$ cat src/rtl/fetch_pipe_ctrl.sv
// -----------------------------------------------------------------------------
// fetch_pipe_ctrl
//
// Front-of-pipeline controller for the MIPS core. It applies the hazard unit's
// stall, bubble and flush requests to the PC register and to the IF/ID
// instruction register. It also owns the per-stage valid chain (ID/EX/MEM/WB)
// that downstream stages use to gate RegWrite and MemWrite. It keeps saturating
// stall and flush statistics, and raises a sticky watchdog flag when a single
// stall lasts MAX_STALL consecutive cycles.
//
// Ports
//   Clk              rising-edge clock
//   Reset            synchronous, active-low reset
//   Instr_IF         instruction read combinationally from IMEM at PC
//   NotStall_PC      1 = PC may advance
//   NotStall_IFID    1 = IF/ID may load
//   MuxControl       0 = insert a bubble into ID/EX
//   Flush_ID/EX/MEM  squash the IF/ID, ID/EX or EX/MEM contents
//   Redirect_Valid   branch/jump target available (taken only together with Flush_ID)
//   Redirect_Target  new PC
//   PC               current fetch address
//   Instr_ID         IF/ID instruction
//   PCPlus4_ID       IF/ID PC+4
//   Valid_ID..WB     stage-valid chain
//   Stall_Count      total stall cycles, saturating
//   Flush_Count      total Flush_ID cycles, saturating
//   Stall_Timeout    sticky watchdog flag
//
// Every output is taken straight from a register, so there is no
// combinational path from any input to any output.
// -----------------------------------------------------------------------------
module fetch_pipe_ctrl #(
  parameter logic [31:0] RESET_PC  = 32'h0000_0000,
  parameter int          CNT_W     = 16,
  parameter int          MAX_STALL = 8
) (
  input  logic             Clk,
  input  logic             Reset,
  input  logic [31:0]      Instr_IF,
  input  logic             NotStall_PC,
  input  logic             NotStall_IFID,
  input  logic             MuxControl,
  input  logic             Flush_ID,
  input  logic             Flush_EX,
  input  logic             Flush_MEM,
  input  logic             Redirect_Valid,
  input  logic [31:0]      Redirect_Target,
  output logic [31:0]      PC,
  output logic [31:0]      Instr_ID,
  output logic [31:0]      PCPlus4_ID,
  output logic             Valid_ID,
  output logic             Valid_EX,
  output logic             Valid_MEM,
  output logic             Valid_WB,
  output logic [CNT_W-1:0] Stall_Count,
  output logic [CNT_W-1:0] Flush_Count,
  output logic             Stall_Timeout
);

  // The consecutive-stall counter only has to reach MAX_STALL, where it
  // saturates, so it is sized for that value alone.
  localparam int              SC_W   = $clog2(MAX_STALL + 1);
  localparam logic [SC_W-1:0] SC_MAX = SC_W'(MAX_STALL);

  function automatic logic [CNT_W-1:0] sat_inc(input logic [CNT_W-1:0] v);
    return (&v) ? v : v + CNT_W'(1);
  endfunction

  logic [31:0]      r_pc;
  logic [31:0]      r_instr_id;
  logic [31:0]      r_pc4_id;
  logic             r_valid_id;
  logic             r_valid_ex;
  logic             r_valid_mem;
  logic             r_valid_wb;
  logic [CNT_W-1:0] r_stall_cnt;
  logic [CNT_W-1:0] r_flush_cnt;
  logic [SC_W-1:0]  r_consec;
  logic             r_timeout;

  logic [31:0]      w_pc_plus4;
  logic             w_stall;
  logic [31:0]      w_pc_next;
  logic [31:0]      w_instr_next;
  logic [31:0]      w_pc4_next;
  logic             w_valid_id_next;
  logic [SC_W-1:0]  w_consec_next;

  // The add wraps modulo 2^32, so 32'hFFFF_FFFC advances to 0.
  assign w_pc_plus4 = r_pc + 32'd4;

  // A flush cycle is never a stall, even with NotStall_PC low.
  assign w_stall = ~NotStall_PC & ~Flush_ID;

  always_comb begin
    w_pc_next       = r_pc;
    w_instr_next    = r_instr_id;
    w_pc4_next      = r_pc4_id;
    w_valid_id_next = r_valid_id;

    // A redirect is only taken when Flush_ID squashes the wrong-path fetch.
    if (Redirect_Valid && Flush_ID) begin
      w_pc_next = Redirect_Target;
    end else if (NotStall_PC) begin
      w_pc_next = w_pc_plus4;
    end

    // A flush beats the stall. It loads a NOP and clears the valid bit.
    if (Flush_ID) begin
      w_instr_next    = 32'd0;
      w_pc4_next      = 32'd0;
      w_valid_id_next = 1'b0;
    end else if (NotStall_IFID) begin
      w_instr_next    = Instr_IF;
      w_pc4_next      = w_pc_plus4;
      w_valid_id_next = 1'b1;
    end
  end

  assign w_consec_next = !w_stall           ? '0       :
                         (r_consec == SC_MAX) ? r_consec :
                                              r_consec + SC_W'(1);

  always_ff @(posedge Clk) begin
    if (!Reset) begin
      r_pc        <= RESET_PC;
      r_instr_id  <= 32'd0;
      r_pc4_id    <= 32'd0;
      r_valid_id  <= 1'b0;
      r_valid_ex  <= 1'b0;
      r_valid_mem <= 1'b0;
      r_valid_wb  <= 1'b0;
      r_stall_cnt <= '0;
      r_flush_cnt <= '0;
      r_consec    <= '0;
      r_timeout   <= 1'b0;
    end else begin
      // IF -> ID boundary
      r_pc       <= w_pc_next;
      r_instr_id <= w_instr_next;
      r_pc4_id   <= w_pc4_next;
      r_valid_id <= w_valid_id_next;

      // ID -> EX boundary. During a jump/jr stall (MuxControl=1) the ID copy
      // advances while ID holds. The next Flush_ID removes the held duplicate.
      r_valid_ex <= (Flush_EX || !MuxControl) ? 1'b0 : r_valid_id;

      // EX -> MEM boundary
      r_valid_mem <= Flush_MEM ? 1'b0 : r_valid_ex;

      // MEM -> WB boundary
      r_valid_wb <= r_valid_mem;

      if (w_stall) begin
        r_stall_cnt <= sat_inc(r_stall_cnt);
      end
      if (Flush_ID) begin
        r_flush_cnt <= sat_inc(r_flush_cnt);
      end
      r_consec <= w_consec_next;

      // The flag is set on the edge that completes the MAX_STALL-th
      // consecutive stall cycle, and it stays set until reset.
      if (w_consec_next == SC_MAX) begin
        r_timeout <= 1'b1;
      end
    end
  end

  assign PC            = r_pc;
  assign Instr_ID      = r_instr_id;
  assign PCPlus4_ID    = r_pc4_id;
  assign Valid_ID      = r_valid_id;
  assign Valid_EX      = r_valid_ex;
  assign Valid_MEM     = r_valid_mem;
  assign Valid_WB      = r_valid_wb;
  assign Stall_Count   = r_stall_cnt;
  assign Flush_Count   = r_flush_cnt;
  assign Stall_Timeout = r_timeout;

endmodule

$ cat config.mk
export PLATFORM = sky130hd
export DESIGN_NAME = fetch_pipe_ctrl
export DESIGN_NICKNAME = d
export VERILOG_FILES = /design/src/rtl/fetch_pipe_ctrl.sv
export SDC_FILE = /design/constraint.sdc
export NUM_CORES = 1
export LEC_CHECK = 0
export CAP_MARGIN = 20
export CORE_ASPECT_RATIO = 1.1
export CORE_MARGIN = 10
export CORE_UTILIZATION = 30
export CTS_CLUSTER_SIZE = 12
export DETAILED_ROUTE_END_ITERATION = 16
export PLACE_DENSITY_LB_ADDON = 0.25
export SYNTH_ARGS = -nofsm -noshare
export SYNTH_HDL_FRONTEND = slang
export SYNTH_SLANG_ARGS = --single-unit
$ cat constraint.sdc
create_clock -name Clk -period 2.4 [get_ports Clk]
set_input_delay 0.48 -clock Clk [delete_from_list [all_inputs] [get_ports Clk]]
set_output_delay 0.48 -clock Clk [all_outputs]
set_load 0.05 [all_outputs]
== Yosys cells after proc, flatten, opt, wreduce, memory -nomap -nowiden ==
Index checks and enable logic that the tools add are counted.
Storage, ports and cells
  output and inout bits: 133
  memory bits (read-only): 0
  input port bits: 73
  logic and storage cells: 38
  memories kept: 0
  latch bits: 0
  flip-flop bits (word level): 137
  memory bits (writable): 0
Cells by class
  equality and inequality tests: 2
  add/sub/neg operators: 4
  $lt $le $gt $ge: 0
  div/mod/pow operators: 0
  bitwise gates (word level): 6
  multiply operators: 0
  shift operators: 0
  reductions and logical operators: 11
  multiplexer cells: 4
Operators by type and width (number)
  two-way mux 32 bit: 2
  adder 16 x 1 -> 16 bit, second input constant: 2
  adder 32 x 3 -> 32 bit, second input constant: 1
  AND reduction 16 bit: 2
  == test 4 bit, second input constant: 2
  two-way mux 4 bit: 2
  OR reduction 2 bit: 3
  inverter 1 bit: 5
  adder 4 x 1 -> 4 bit, second input constant: 1
  AND reduction 2 bit: 2
  nonzero test 2 bit: 1
  AND 1 bit: 1
  logical AND 1 bit: 1
  zero test 1 bit: 1
  logical OR 1 bit: 1

== Longest topological paths before layout ==
Gate-level depths: netlist of run 1.
  depth after elaboration: 4
  mapped depth: 7
  gate-level depth less buffers: 6

== Least setup slack after synthesis of run 1 ==
Ideal clock, no wire load.
  path type: register -> register
  start point: register r_pc[2], in the netlist PC[2]
  end point: register r_pc[28], in the netlist PC[28]
  library setup time: 0.115 ns
  data required time: 2.285 ns
  data arrival time: 2.484 ns
  path slack: -0.200 ns
  period minus slack after synthesis: 2.600 ns
  stages on the path, launching flop included: 7
  path buffers: 1
  path through: dfxtp_1 > ha_1 > nand3_2 > or4_1 > buf_2 > or4_1 > and3_1
On the way
  cells in the longest elaborated chain, start to end: 3
RTL lines
  start: declaration: RTL line 69  | logic [31:0] r_pc;
  start signal: assignment: RTL line 139  | r_pc <= w_pc_next;
  adder 32 x 3 -> 32 bit: RTL line 90  | assign w_pc_plus4 = r_pc + 32'd4;
  two-way mux 32 bit: RTL line 104  | end else if (NotStall_PC) begin
  two-way mux 32 bit: RTL line 102  | if (Redirect_Valid && Flush_ID) begin
No other way between the ends. The select of a mux whose other input is x is not followed.
A chain may end at the register's enable or synchronous reset.

== Worst setup path after layout of run 1 ==
  start point: register r_pc[24], in the netlist PC[24]
  end point: output PC[24]
RTL lines
  end: declaration: RTL line 48  | output logic [31:0] PC,
No word-level cell between the ends.

==> results of run 1 <==
layer usage:
layer  global-route usage  vias up  wire, µm
met2               0.2620      170     11290
li1                     -     3329         -
met5                    0        -         0
met3              0.04542       18      1460
met1               0.1972     3121      9932
met4              0.04552        0       335
state kept, by name (all words and copies together), names as in the netlist:
name           flops
Flush_Count       16
Valid_MEM          1
r_consec           4
PC                32
Stall_Count       16
Stall_Timeout      1
Valid_EX           1
Valid_WB           1
Instr_ID          32
Valid_ID           1
PCPlus4_ID        32
through the flow:
step / setup slack [ns] / std cells
6_report: 0.1008 / 1302
5_1_grt: 0.007977 / 1301
4_1_cts: 0.03946 / 1301
3_5_place_dp: 0.1664 / 1269
3_3_place_gp: 0.1628 / 1269
2_1_floorplan: 0.02880 / 786
cell families after synthesis:
kind of cell,after synthesis,share of synthesized area
and+or+nand+nor,312,0.2504
AOI/OAI and AO/OA,180,0.1702
DFF,137,0.4127
buffers and inverters,75,0.04538
muxes,55,0.08285
xor gates and xnor gates,22,0.02900
adders and majority gates,5,0.009414
where the power goes:
part | total, mW | internal [mW] | switching (mW)
combinational | 1.02 | 0.411 | 0.606
clock | 2.73 | 1.65 | 1.08
sequential | 2.45 | 2.36 | 0.0856
worst min-delay path: cells and delay by family:
kind	cells	cell delay, ns
simple gates	1	0.05
buf+inv	1	0.19
compound gates	1	0.11
worst max-delay path by stage:
stage / from / to / slack [ns] / depth (start not counted)
6_report: PC[24] / PC[24] / 0.10 / 1
5_1_grt: PC[24] / PC[24] / 0.008 / 1
2_1_floorplan: PC[4] / PC[28] / 0.03 / 6
3_3_place_gp: NotStall_PC / PC[29] / 0.16 / 6
4_1_cts: PC[23] / PC[23] / 0.04 / 1
3_5_place_dp: NotStall_PC / PC[20] / 0.17 / 5
cell type report:
cell class | instances | area, µm²
clock inverters | 13 | 171.4
repair buffers | 253 | 2445
flip-flops and latches | 137 | 2748
multi-input cells | 574 | 3606
diodes | 1 | 2.502
clock buffers | 19 | 432.9
well taps | 295 | 369.1
inverters | 10 | 37.54
fillers | 2253 | 12150
synthesized netlist by cell type, types with 5 or more instances:
library cell,n,area (µm²)
o21ai_0,57,285.3
ha_1,5,62.56
a211oi_1,15,112.6
inv_1,10,37.54
o31ai_1,21,157.7
nor4_1,11,68.82
nand2_1,64,240.2
xor2_1,11,96.34
nand2b_1,18,112.6
a31oi_1,28,175.2
clkbuf_1,51,191.4
nor3_1,12,60.06
nand4_1,22,137.6
mux2i_1,55,550.5
dfxtp_1,137,2743
a21oi_1,30,150.1
and3_1,15,93.84
or4_1,29,217.7
nor2_1,65,244.0
xnor2_1,11,96.34
nand3_1,33,165.2
and4_1,8,70.07
or3_1,14,87.58
o311ai_0,5,43.79
buf_1,6,22.52
repair_timing:
item	in CTS	in global routing
resized for setup	0	1
hold buffers	0	0
setup endpoints to repair	0	1
==> qor.csv, run 1 <==
stage;metric;value;unit
yosys;yosysSeqAreaShare;0.4127;
global_routing;grt_usage;0.1588;
critical_path;crit_type;reg -> out;
sta;maxSlewViolCount;0;
yosys;postSynthAreaPerCell;8.454;µm²
routing;drt-initial-drc-count;375;
global_routing;grt_pass1_vias;6374;
placement;gp_congestion;0.8318;
cts;clock_sinks;137;
yosys;ys.flop_type;dfxtp_1;
sta;fin_hold_ws;0.4506;ns
power_and_ir_drop;power.density;631.0;nW/µm²
yosys;syn_nets;864;
critical_path;critPathMaxStageDelay;0.88;ns
sta;fin_crit;2.299;ns
routing;first_pass_iters;4;
layout;syn_to_final_growth;47.66;%
yosys;synth-edff-count;0;
routing;vias;6638;
sta;period_share;0.9580;
cts;htree_levels;4;
sta;fmax;434.9;MHz
cts;clkTransAtPathRegs;0.06;ns
global_routing;grt_start_max_net_pins;56;
routing;postRouteAntennaNets;0;
layout;drive_gt1_frac;0.09245;
sta;fin_skew;0.009058;ns
power_and_ir_drop;p_leak;3.449;nW
critical_path;reg2reg_to;PC[28];
die;fp.dieH;176.1;µm
die;die-area;28510;µm²
sta;relSlewSlack;0.5439;
power_and_ir_drop;peakVddDrop;0.4610;mV
min_path;min_path_type;in -> reg;
critical_path;rr_worst_depth;4;
cts;postCtsSetupBuffers;0;
sta;setup_viol;0;
global_routing;grt_pass1_wl;36460;µm
critical_path;worstSetupStartpointType;register;
layout;fin_area;9812;µm²
yosys;synthesis.area;6645;µm²
yosys;async_reset_ff_frac;0;
die;core_area;21970;µm²
placement;dp_hpwl;17020;µm
yosys;synth_warnings;0;
sta;worst_slew_pin_slew;0.6789;ns
layout;final_common_cell;clkdlybuf4s50_1;
critical_path;worstPathRequired;1.92;ns
cts;numCtsBuffers;17;
min_path;hold_depth;3;
critical_path;timing.rr.start;PC[14];
power_and_ir_drop;p_total;6.192;mW
routing;route.detailed.drc;0;
status;run_status;complete, no violations;
critical_path;critPathBufInv;1;
cts;root_buffer;clkbuf_16;
sta;tns;0;ns
routing;routed_wl;23020;µm
yosys;synth.distinct_cells;52;
layout;mostFrequentLayoutCells;clkdlybuf4s50_1 (202), dfxtp_1 (133), nor2_1 (65);
critical_path;cp.arrival;1.82;ns
critical_path;reg2reg_slack;0.17;ns
min_path;hold_path_end;PC[26];
global_routing;grt_overflow;0;
run;cap_viol_max_count;0;
die;fp-row-count;57;
critical_path;crit_family;buffers and inverters;
die;die_x;161.9;µm
sta;final_hold_viol_count;0;
placement;placed_cell_area;9203;µm²
critical_path;path_cells;clkdlybuf4s50_1;
cts;cts_buffer_depth;2;
die;start_util;0.3025;
yosys;synth_cells;786;
critical_path;end_kind;primary output;
layout;layout.nets;1071;
critical_path;slowest_stage;clkdlybuf4s50_1;
min_path;worstHoldStart;Reset;
layout;fin_util;0.4467;
cts;worstSkewPairLatency;0.42;ns
routing;via_per_inst;5.098;
yosys;synth-seq-cells;137;
placement;io_buffers;205;
sta;rsz0062_at_grt;no;
die;num_io_pins;206;
routing;wire_per_inst;17.68;µm
critical_path;cp_max_fo;10;
global_routing;antenna_found_initial;1;
cts;cts_tree;yes;
Note: power is estimated with default switching activity, not from simulation.
==> inputs of run 2 (changes only) <==
--- a/config.mk
+++ b/config.mk
@@ -12,6 +12,7 @@
 export CTS_CLUSTER_SIZE = 12
 export DETAILED_ROUTE_END_ITERATION = 16
 export PLACE_DENSITY_LB_ADDON = 0.25
+export RECOVER_POWER = 50
 export SYNTH_ARGS = -nofsm -noshare
 export SYNTH_HDL_FRONTEND = slang
 export SYNTH_SLANG_ARGS = --single-unit
==> run 2 against run 1 <==
Effect of this change:
- register-to-register slack hardly changed
- worst hold slack better by 0.027 ns
- sequential share of layout area is 0.18 points higher
- combinational power hardly changed
- fmax hardly changed
- clock-buffer cell count stayed put
- via count is 0.24% higher
- critical path depth stayed put
- clock power hardly changed
- first-iteration DRC count is 11% lower
- clock skew hardly changed
- largest power group unchanged
- highest routed layer unchanged
==> qor.csv, run 2 (same netlist as run 1, synthesis figures left out) <==
stage;metric;value;unit;change
status;run_status;complete, no violations;;unchanged
routing;drt-initial-drc-count;335;;was 375
cts;cts_tree;yes;;unchanged
layout;seqCellArea;2748;µm²;unchanged
global_routing;met2_usage;0.2620;;unchanged
min_path;min_path_type;reg -> reg;;was in -> reg
critical_path;reg2reg_to;PC[28];;unchanged
power_and_ir_drop;pwr-share-seq;0.397;;was 0.395
power_and_ir_drop;p_leak;3.447;nW;was 3.449 nW
global_routing;antenna_found_initial;1;;unchanged
cts;clock_sinks;137;;unchanged
global_routing;grt_start_max_net_pins;56;;unchanged
die;num_io_pins;206;;unchanged
power_and_ir_drop;power_switching;1.764;mW;was 1.773 mW
global_routing;grt_usage;0.1588;;unchanged
routing;vias;6654;;was 6638
cts;cts_buffer_depth;2;;unchanged
placement;io_buffers;205;;unchanged
critical_path;cp_max_fo;10;;unchanged
global_routing;grt_pass1_wl;36460;µm;unchanged
power_and_ir_drop;power_frac_clock;0.441;;was 0.440
cts;clkTransAtPathRegs;0.06;ns;about the same
die;fp.dieH;176.1;µm;unchanged
cts;worstSkewPairLatency;0.42;ns;about the same
global_routing;grt_pass1_vias;6374;;unchanged
critical_path;startpoint;PC[24];;unchanged
sta;fin_crit;2.297;ns;was 2.299 ns
die;die-area;28510;µm²;unchanged
sta;fin_hold_ws;0.4775;ns;was 0.4506 ns
cts;cts_hold_buffers;0;;unchanged
sta;period_share;0.9571;;was 0.9580
layout;final_common_cell;clkdlybuf4s50_1;;unchanged
layout;drive_gt1_frac;0.08250;;was 0.09245
layout;mostFrequentLayoutCells;clkdlybuf4s50_1 (184), dfxtp_1 (133), nor2_1 (65);;was clkdlybuf4s50_1 (202), dfxtp_1 (133), nor2_1 (65)
global_routing;grt_util_met1;0.1972;;unchanged
critical_path;crit_end;PC[24];;unchanged
power_and_ir_drop;combinationalPowerShare;0.163;;was 0.164
critical_path;path_depth;1;;unchanged
layout;syn_to_final_growth;46.71;%;was 47.66%
die;die_x;161.9;µm;unchanged
die;fp-row-count;57;;unchanged
critical_path;rr_worst_depth;4;;unchanged
critical_path;cp.arrival;1.82;ns;about the same
die;core_area;21970;µm²;unchanged
power_and_ir_drop;peakVddDrop;0.4616;mV;was 0.4610 mV
sta;rsz0062_at_grt;no;;unchanged
power_and_ir_drop;swShare;0.2860;;was 0.2864
layout;multi_input_area;3603;µm²;was 3606 µm²
cts;root_buffer;clkbuf_16;;unchanged
critical_path;reg2reg_slack;0.18;ns;was 0.17 ns
run;cap_viol_max_count;0;;unchanged
cts;htree_levels;4;;unchanged
sta;relSlewSlack;0.3075;;was 0.5439
global_routing;grt_busiest_layer;met2;;unchanged
critical_path;worstPathRequired;1.92;ns;about the same
layout;nFillCells;2262;;was 2253
routing;routed_wl;22990;µm;was 23020 µm
placement;gp_congestion;0.8318;;unchanged
critical_path;critPathMaxStageDelay;0.88;ns;about the same
critical_path;worstSetupStartpointType;register;;unchanged
sta;setup_viol;0;;unchanged
sta;tns;0;ns;unchanged
sta;fmax;435.4;MHz;was 434.9 MHz
sta;fin_skew;0.008876;ns;was 0.009058 ns
critical_path;end_kind;primary output;;unchanged
routing;wire_per_inst;17.65;µm;was 17.68 µm
critical_path;path_cells;clkdlybuf4s50_1;;unchanged
critical_path;crit_family;buffers and inverters;;unchanged
critical_path;critPathBufInv;1;;unchanged
critical_path;slowest_stage;clkdlybuf4s50_1;;unchanged
global_routing;grt_overflow;0;;unchanged
routing;postRouteAntennaNets;0;;unchanged
routing;first_pass_iters;4;;unchanged
layout;layout.nets;1071;;unchanged
sta;worst_slew_pin_slew;1.039;ns;was 0.6789 ns
routing;via_per_inst;5.111;;was 5.098
die;start_util;0.3025;;unchanged
cts;numCtsBuffers;17;;unchanged
placement;dp_hpwl;17020;µm;unchanged
critical_path;crit_type;reg -> out;;unchanged
routing;route.detailed.drc;0;;unchanged
global_routing;grtUsageMet3;0.04542;;unchanged
power_and_ir_drop;power.density;632.7;nW/µm²;was 631.0 nW/µm²
sta;final_hold_viol_count;0;;unchanged
sta;maxSlewViolCount;0;;unchanged
power_and_ir_drop;p_int;4.405;mW;was 4.419 mW
critical_path;timing.rr.start;PC[14];;unchanged
[run 2: changes by cell type in the layout (fill, tap and decap cells not counted), sizes merged]
cell,before,now
buf,50,38
dlygate4sd3,0,18
clkbuf,19,32
clkdlybuf4s50,202,184
dlymetal6s2s,1,0
[run 2: per-stage QoR]
step                  util  std cells  setup slack [ns]  instance area, µm²  total power [mW]
floorplan                -        786           0.02880                6650             3.067
global placement    0.4189       1269            0.1628                9203             3.516
detailed placement  0.4189       1269            0.1664                9203             3.521
CTS                 0.4465       1301           0.03946                9807             6.257
global route        0.4437       1301          0.007977                9747             6.407
finish              0.4438       1302            0.1030                9749             6.169
[run 2: cell type report]
| cell class | count | area share |
|---|---|---|
| well taps | 295 | 0.03786 |
| inverters | 10 | 0.003850 |
| repair buffers | 253 | 0.2446 |
| diodes | 1 | 0.0002567 |
| multi-input cells | 574 | 0.3696 |
| clock inverters | 13 | 0.01758 |
| clock buffers | 19 | 0.04440 |
| flip-flops and latches | 137 | 0.2818 |
[run 2: worst min path at each step]
stage               startpoint         to  slack, ns  cells after the start
finish                Valid_EX  Valid_MEM       0.48                      1
global route          Valid_EX  Valid_MEM       0.49                      1
CTS                      Reset     PC[26]       0.43                      3
detailed placement    Valid_EX  Valid_MEM       0.47                      1
global placement      Valid_EX  Valid_MEM       0.47                      1
floorplan                PC[0]      PC[0]       0.45                      2
[run 2: layer usage]
metal  wire length (µm)  vias to the layer above  part of all wire
li1                   -                     3330                 -
met1               9907                     3124              0.43
met2              11260                      183              0.49
met3               1491                       17             0.065
met4                324                        0             0.014
met5                  0                        -                 0
[run 2: what timing repair did]
action,4_1_cts,5_1_grt
setup buffers,0,0
resized for setup,0,1
endpoints found under the setup margin,0,1
endpoints found under the hold margin,0,0
[run 2: power by group through the flow]
stage          Sequential (mW)  Clock, mW  Combinational, mW
2_1_floorplan             2.77          0              0.297
3_3_place_gp              2.49          0               1.02
3_5_place_dp              2.50          0               1.02
4_1_cts                   2.45       2.78               1.03
5_1_grt                   2.46       2.87               1.07
6_report                  2.45       2.72               1.00
